==> src/rtl/dp_mem_responder_pkg.sv <==
// Shared types for the datapath memory responder: word type, FSM states and
// the request record latched when an access is accepted.
package dp_mem_responder_pkg;

   typedef logic [31:0] word_t;

   typedef enum logic [1:0] {
      IDLE   = 2'd0,
      DACC   = 2'd1,
      IACC   = 2'd2,
      HALTED = 2'd3
   } resp_state_t;

   typedef struct packed {
      word_t addr;
      word_t store;
      logic  write;
   } req_t;

   localparam int TIMEOUT_DEFAULT = 64;

endpackage

==> src/rtl/dp_mem_responder_if.sv <==
// Datapath-side request/response signals and RAM-side handshake bundled together.
// The slave view belongs to the responder; the master view to the datapath and RAM model.
interface dp_mem_responder_if;
   import dp_mem_responder_pkg::*;

   logic  imemREN;
   word_t imemaddr;
   logic  dmemREN;
   logic  dmemWEN;
   word_t dmemaddr;
   word_t dmemstore;
   logic  halt;
   logic  ihit;
   word_t imemload;
   logic  dhit;
   word_t dmemload;
   logic  ramREN;
   logic  ramWEN;
   word_t ramaddr;
   word_t ramstore;
   word_t ramload;
   logic  ram_ready;
   logic  done;
   logic  error;

   modport slave (
      input  imemREN, imemaddr, dmemREN, dmemWEN, dmemaddr, dmemstore, halt,
      input  ramload, ram_ready,
      output ihit, imemload, dhit, dmemload,
      output ramREN, ramWEN, ramaddr, ramstore, done, error
   );

   modport master (
      output imemREN, imemaddr, dmemREN, dmemWEN, dmemaddr, dmemstore, halt,
      output ramload, ram_ready,
      input  ihit, imemload, dhit, dmemload,
      input  ramREN, ramWEN, ramaddr, ramstore, done, error
   );

endinterface

==> src/rtl/dp_mem_responder.sv <==
// Arbitrates datapath instruction/data requests onto a single-ported RAM,
// data first, returning registered one-cycle hit pulses and a sticky timeout flag.
module dp_mem_responder
   import dp_mem_responder_pkg::*;
#(
   parameter int TIMEOUT = TIMEOUT_DEFAULT
) (
   input  logic CLK,
   input  logic nRST,
   dp_mem_responder_if.slave bus
);

   localparam int CW = $clog2(TIMEOUT + 1);
   localparam logic [CW-1:0] TIMEOUT_CNT = CW'(TIMEOUT);

   resp_state_t   state_reg, state_next;
   req_t          req_reg, req_next;
   logic [CW-1:0] wait_cnt_reg, wait_cnt_next;
   logic [CW-1:0] wait_cnt_inc;
   logic          ihit_reg, ihit_next;
   logic          dhit_reg, dhit_next;
   word_t         imemload_reg, imemload_next;
   word_t         dmemload_reg, dmemload_next;
   logic          error_reg, error_next;
   logic          hit_cycle;
   logic          accessing;

   always_ff @(posedge CLK or negedge nRST) begin
      if (!nRST) begin
         state_reg    <= IDLE;
         req_reg      <= '0;
         wait_cnt_reg <= '0;
         ihit_reg     <= 1'b0;
         dhit_reg     <= 1'b0;
         imemload_reg <= '0;
         dmemload_reg <= '0;
         error_reg    <= 1'b0;
      end else begin
         state_reg    <= state_next;
         req_reg      <= req_next;
         wait_cnt_reg <= wait_cnt_next;
         ihit_reg     <= ihit_next;
         dhit_reg     <= dhit_next;
         imemload_reg <= imemload_next;
         dmemload_reg <= dmemload_next;
         error_reg    <= error_next;
      end
   end

   // A hit cycle still sees the served request on the inputs; skip arbitration then.
   assign hit_cycle    = ihit_reg | dhit_reg;
   assign wait_cnt_inc = wait_cnt_reg + 1'b1;

   always_comb begin
      state_next    = state_reg;
      req_next      = req_reg;
      wait_cnt_next = wait_cnt_reg;
      ihit_next     = 1'b0;
      dhit_next     = 1'b0;
      imemload_next = imemload_reg;
      dmemload_next = dmemload_reg;
      error_next    = error_reg;

      case (state_reg)
         IDLE: begin
            if (!hit_cycle) begin
               if (bus.halt) begin
                  state_next = HALTED;
               end else if (bus.dmemREN || bus.dmemWEN) begin
                  state_next    = DACC;
                  req_next      = '{addr: bus.dmemaddr, store: bus.dmemstore, write: bus.dmemWEN};
                  wait_cnt_next = '0;
               end else if (bus.imemREN) begin
                  state_next    = IACC;
                  req_next      = '{addr: bus.imemaddr, store: '0, write: 1'b0};
                  wait_cnt_next = '0;
               end
            end
         end

         DACC, IACC: begin
            if (bus.ram_ready) begin
               state_next    = IDLE;
               wait_cnt_next = '0;
               if (state_reg == IACC) begin
                  ihit_next     = 1'b1;
                  imemload_next = bus.ramload;
               end else begin
                  dhit_next = 1'b1;
                  if (!req_reg.write) begin
                     dmemload_next = bus.ramload;
                  end
               end
            end else if (wait_cnt_reg != TIMEOUT_CNT) begin
               // Saturate at the limit; the access itself keeps waiting.
               wait_cnt_next = wait_cnt_inc;
               if (wait_cnt_inc == TIMEOUT_CNT) begin
                  error_next = 1'b1;
               end
            end
         end

         HALTED: begin
            state_next = HALTED;
         end

         default: begin
            state_next = IDLE;
         end
      endcase
   end

   assign accessing = (state_reg == DACC) || (state_reg == IACC);

   assign bus.ramREN   = (state_reg == IACC) || ((state_reg == DACC) && !req_reg.write);
   assign bus.ramWEN   = (state_reg == DACC) && req_reg.write;
   assign bus.ramaddr  = accessing ? req_reg.addr : '0;
   assign bus.ramstore = ((state_reg == DACC) && req_reg.write) ? req_reg.store : '0;

   assign bus.ihit     = ihit_reg;
   assign bus.dhit     = dhit_reg;
   assign bus.imemload = imemload_reg;
   assign bus.dmemload = dmemload_reg;
   assign bus.done     = (state_reg == HALTED);
   assign bus.error    = error_reg;

endmodule

==> src/flat_wrapper.sv <==
// flat-port wrapper written by rule: the top's interface ports become plain ports
module dp_mem_responder_flat import dp_mem_responder_pkg::*;
#(
   parameter int TIMEOUT = TIMEOUT_DEFAULT
)
  (CLK, nRST, bus_imemREN, bus_imemaddr, bus_dmemREN, bus_dmemWEN, bus_dmemaddr, bus_dmemstore, bus_halt, bus_ramload, bus_ram_ready, bus_ihit, bus_imemload, bus_dhit, bus_dmemload, bus_ramREN, bus_ramWEN, bus_ramaddr, bus_ramstore, bus_done, bus_error);
  dp_mem_responder_if bus_i ();
  input  logic CLK;
  input  logic nRST;
  input wire logic [$bits(bus_i.imemREN)-1:0] bus_imemREN;
  input wire logic [$bits(bus_i.imemaddr)-1:0] bus_imemaddr;
  input wire logic [$bits(bus_i.dmemREN)-1:0] bus_dmemREN;
  input wire logic [$bits(bus_i.dmemWEN)-1:0] bus_dmemWEN;
  input wire logic [$bits(bus_i.dmemaddr)-1:0] bus_dmemaddr;
  input wire logic [$bits(bus_i.dmemstore)-1:0] bus_dmemstore;
  input wire logic [$bits(bus_i.halt)-1:0] bus_halt;
  input wire logic [$bits(bus_i.ramload)-1:0] bus_ramload;
  input wire logic [$bits(bus_i.ram_ready)-1:0] bus_ram_ready;
  output wire logic [$bits(bus_i.ihit)-1:0] bus_ihit;
  output wire logic [$bits(bus_i.imemload)-1:0] bus_imemload;
  output wire logic [$bits(bus_i.dhit)-1:0] bus_dhit;
  output wire logic [$bits(bus_i.dmemload)-1:0] bus_dmemload;
  output wire logic [$bits(bus_i.ramREN)-1:0] bus_ramREN;
  output wire logic [$bits(bus_i.ramWEN)-1:0] bus_ramWEN;
  output wire logic [$bits(bus_i.ramaddr)-1:0] bus_ramaddr;
  output wire logic [$bits(bus_i.ramstore)-1:0] bus_ramstore;
  output wire logic [$bits(bus_i.done)-1:0] bus_done;
  output wire logic [$bits(bus_i.error)-1:0] bus_error;
  assign bus_i.imemREN = bus_imemREN;
  assign bus_i.imemaddr = bus_imemaddr;
  assign bus_i.dmemREN = bus_dmemREN;
  assign bus_i.dmemWEN = bus_dmemWEN;
  assign bus_i.dmemaddr = bus_dmemaddr;
  assign bus_i.dmemstore = bus_dmemstore;
  assign bus_i.halt = bus_halt;
  assign bus_i.ramload = bus_ramload;
  assign bus_i.ram_ready = bus_ram_ready;
  assign bus_ihit = bus_i.ihit;
  assign bus_imemload = bus_i.imemload;
  assign bus_dhit = bus_i.dhit;
  assign bus_dmemload = bus_i.dmemload;
  assign bus_ramREN = bus_i.ramREN;
  assign bus_ramWEN = bus_i.ramWEN;
  assign bus_ramaddr = bus_i.ramaddr;
  assign bus_ramstore = bus_i.ramstore;
  assign bus_done = bus_i.done;
  assign bus_error = bus_i.error;
  dp_mem_responder #(.TIMEOUT(TIMEOUT)) u_core (.CLK(CLK), .nRST(nRST), .bus(bus_i));
endmodule
==> config.mk <==
export PLATFORM = sky130hd
export DESIGN_NAME = dp_mem_responder_flat
export DESIGN_NICKNAME = d
export VERILOG_FILES = /design/src/rtl/dp_mem_responder_pkg.sv /design/src/rtl/dp_mem_responder_if.sv /design/src/rtl/dp_mem_responder.sv /design/src/flat_wrapper.sv
export SDC_FILE = /design/constraint.sdc
export NUM_CORES = 1
export LEC_CHECK = 0
export CORE_UTILIZATION = 25
export DETAILED_ROUTE_END_ITERATION = 8
export GPL_ROUTABILITY_DRIVEN = 1
export GPL_TIMING_DRIVEN = 0
export PLACE_DENSITY = 0.56
export SLEW_MARGIN = 5
export SYNTH_ARGS = -nofsm -noshare
export SYNTH_HDL_FRONTEND = slang
export SYNTH_SLANG_ARGS = --single-unit
==> constraint.sdc <==
create_clock -name CLK -period 2.3 [get_ports CLK]
set_clock_uncertainty 0.05 [all_clocks]
set_input_delay 0.23 -clock CLK [delete_from_list [all_inputs] [get_ports CLK]]
set_output_delay 0.23 -clock CLK [all_outputs]
set_load 0.05 [all_outputs]
==> results.json <==
{
  "port_buffers": 268,
  "root_buffer": "clkbuf_16",
  "first_iter_violations": 188,
  "grt_max_degree": 76,
  "io_pins": 269,
  "slew_violations": 0,
  "drtAntennaViolNets": 0,
  "clock_path_buffers": 2,
  "syn_nets": 653,
  "dpl_cell_area_um2": 9380,
  "layout_common_cells": "201 x clkdlybuf4s50_1, 140 x dfrtp_1, 66 x mux2_2",
  "synth_flop_cell": "dfrtp_1",
  "die_h_um": 160,
  "min_period_over_period": 0.961,
  "start_util": 0.256,
  "synth-edff-count": 0,
  "drive_gt1_frac": 0.246,
  "fillers": 2427,
  "die_w_um": 160,
  "final_cells": 1136,
  "cp-start-kind": "register",
  "final_common_cell": "clkdlybuf4s50_1",
  "grtUsageTotal": 0.154,
  "nets": 941,
  "setup_viol": 0,
  "clk_pin_slew_ps": 70,
  "hold-worst-slack_ps": 308,
  "grt-ovfl-total": 0,
  "grt_pass1_vias": 5397,
  "power_mw": 5.85,
  "insertion_delay_ps": 420,
  "n_antenna_cell": 0,
  "end_kind": "output port",
  "via_per_inst": 4.41,
  "die_area_um2": 25700,
  "fmax_mhz": 453,
  "vdd_drop_max_uv": 441,
  "power_density_nw_per_um2": 594,
  "core-area_um2": 24500,
  "largest_reg_flops": 65,
  "layout_setup_ws_ps": 90.2,
  "async_flop_share": 1.00,
  "outcome": "finished, final reports clean",
  "firstDrtPassIters": 4,
  "worst_ep_arrival_time_ps": 1930,
  "core.rowCount": 57,
  "relSlewSlack": 0.577,
  "place_congestion": 0.740,
  "wl_mm": 19.3,
  "postSynthCellCount": 511,
  "cts_tree": "built",
  "cp_data_required_time_ps": 2020,
  "hold_path_class": "input pin to asynchronous set/reset pin",
  "avgSynthCellArea_um2": 12.2,
  "fin_area_um2": 9840,
  "rsz0062_at_grt": "true",
  "ys_types": 36,
  "syn-cell-area_um2": 6260,
  "numCtsBuffers": 17,
  "dp_cells": 1104,
  "syn_to_final_growth_pct": 57.3,
  "ys_ff_latch": 141,
  "dp_hpwl_mm": 14.3,
  "antenna_found_initial": 0,
  "clkSinkCount": 141,
  "critPathKind": "register to output port",
  "grt_pass1_wl_mm": 30.6,
  "route.detailed.drc": 0,
  "drv_cap": 0,
  "htree_levels": 4,
  "post_drt_wl_per_cell_um": 17.0,
  "synth-warning-count": 0,
  "ys_seq_area_frac": 0.564,
  "pre_cts_ws_ps": -582,
  "p_leak_nw": 4.72,
  "min_period_ps": 2210,
  "crit_fanout": 10,
  "worst_slew_pin_slew_ps": 632,
  "vias": 5012,
  "finalHoldViolCount": 0
}
critical path, stage by stage, from the launching register on:
cell and delay [ps]:
dfrtp_1 420, inv_1 130, ha_2 290, clkbuf_2 240
and3_1 180, buf_2 260
per-stage QoR:
step	utilization	TNS [ps]
floorplan	-	0
finish	0.402	0
global placement	0.382	-773900
CTS	0.399	0
detailed placement	0.383	-39070
global route	0.402	-17.9
where the power goes:
group / switching, mW / total [mW] / internal [mW] / leakage, nW
sequential: 0 / 2.48 / 2.48 / 1.96
clock: 1.24 / 3.01 / 1.77 / 0.312
combinational: 0.129 / 0.363 / 0.234 / 2.45
layout make-up:
cell class	count	area [um2]	area share
sequential	141	3530	0.359
tap	324	405	0.0412
inverter	7	26.3	0.00267
clock buffer	17	425	0.0432
buffer	35	174	0.0177
timing repair buffer	271	2510	0.255
clock inverter	15	214	0.0217
multi-input combinational	326	2560	0.260
path summary, 6_finish.rpt:
path                       slack [ps]  cells past startpoint                             from                                  end
setup / recovery                   90                      5  u_core.state_reg[1]$_DFFE_PN0P_                     bus_ramstore[14]
hold / removal                    310                      2                             nRST  u_core.bus.dmemload[26]$_DFFE_PN0P_
setup reg to reg                  210                      6  u_core.state_reg[0]$_DFFE_PN0P_   u_core.bus.dmemload[1]$_DFFE_PN0P_
hold reg to reg                   410                      1     u_core.bus.error$_DFFE_PN0P_         u_core.bus.error$_DFFE_PN0P_
max in group asynchronous        1130                      3                             nRST       u_core.req_reg[26]$_DFFE_PN0P_
min in group CLK                  350                      2                 bus_dmemstore[5]        u_core.req_reg[6]$_DFFE_PN0P_
repair_timing:
item	CTS	global route
gates cloned	0	0
gates resized for setup	325	47
hold buffers	1	0
endpoints found under the hold margin	74	0
endpoints found under the setup margin	172	127
buffers inserted	0	1
cell families after synthesis:
family	synth area share
muxes	0.172
DFF	0.564
AOI/OAI and AO/OA	0.0958
xor gates and xnor gates	0.00560
adders and majority gates	0.0140
and+or+nand+nor	0.118
buffers and inverters	0.0308
layer usage:
layer | track usage | vias to the layer above | wire [um]
met5 | 0 | - | 0
met4 | 0.0602 | 0 | 353
met3 | 0.0545 | 23 | 1600
met2 | 0.242 | 191 | 8810
met1 | 0.193 | 2403 | 8500
li1 | - | 2395 | -
cells in the mapped netlist (2+ instances only):
| cell | instances | share of area |
|---|---|---|
| dfrtp_1 | 141 | 0.56 |
| mux2_2 | 66 | 0.12 |
| nand2_1 | 38 | 0.023 |
| o21ai_0 | 34 | 0.027 |
| a22o_1 | 33 | 0.046 |
| and2_1 | 33 | 0.033 |
| and3_1 | 33 | 0.033 |
| mux2i_1 | 33 | 0.053 |
| clkbuf_1 | 20 | 0.012 |
| buf_2 | 16 | 0.013 |
| o31ai_1 | 9 | 0.011 |
| ha_1 | 7 | 0.014 |
| inv_1 | 7 | 0.0042 |
| nand3_1 | 5 | 0.0040 |
| nor2_1 | 4 | 0.0024 |
| xor2_1 | 4 | 0.0056 |
| nand2b_1 | 3 | 0.0030 |
| a21o_1 | 2 | 0.0024 |
| a21oi_1 | 2 | 0.0016 |
| a31oi_1 | 2 | 0.0020 |
| nor2b_1 | 2 | 0.0020 |
| nor4_1 | 2 | 0.0020 |
| or2_2 | 2 | 0.0020 |
(Power assumes the default switching activity.)
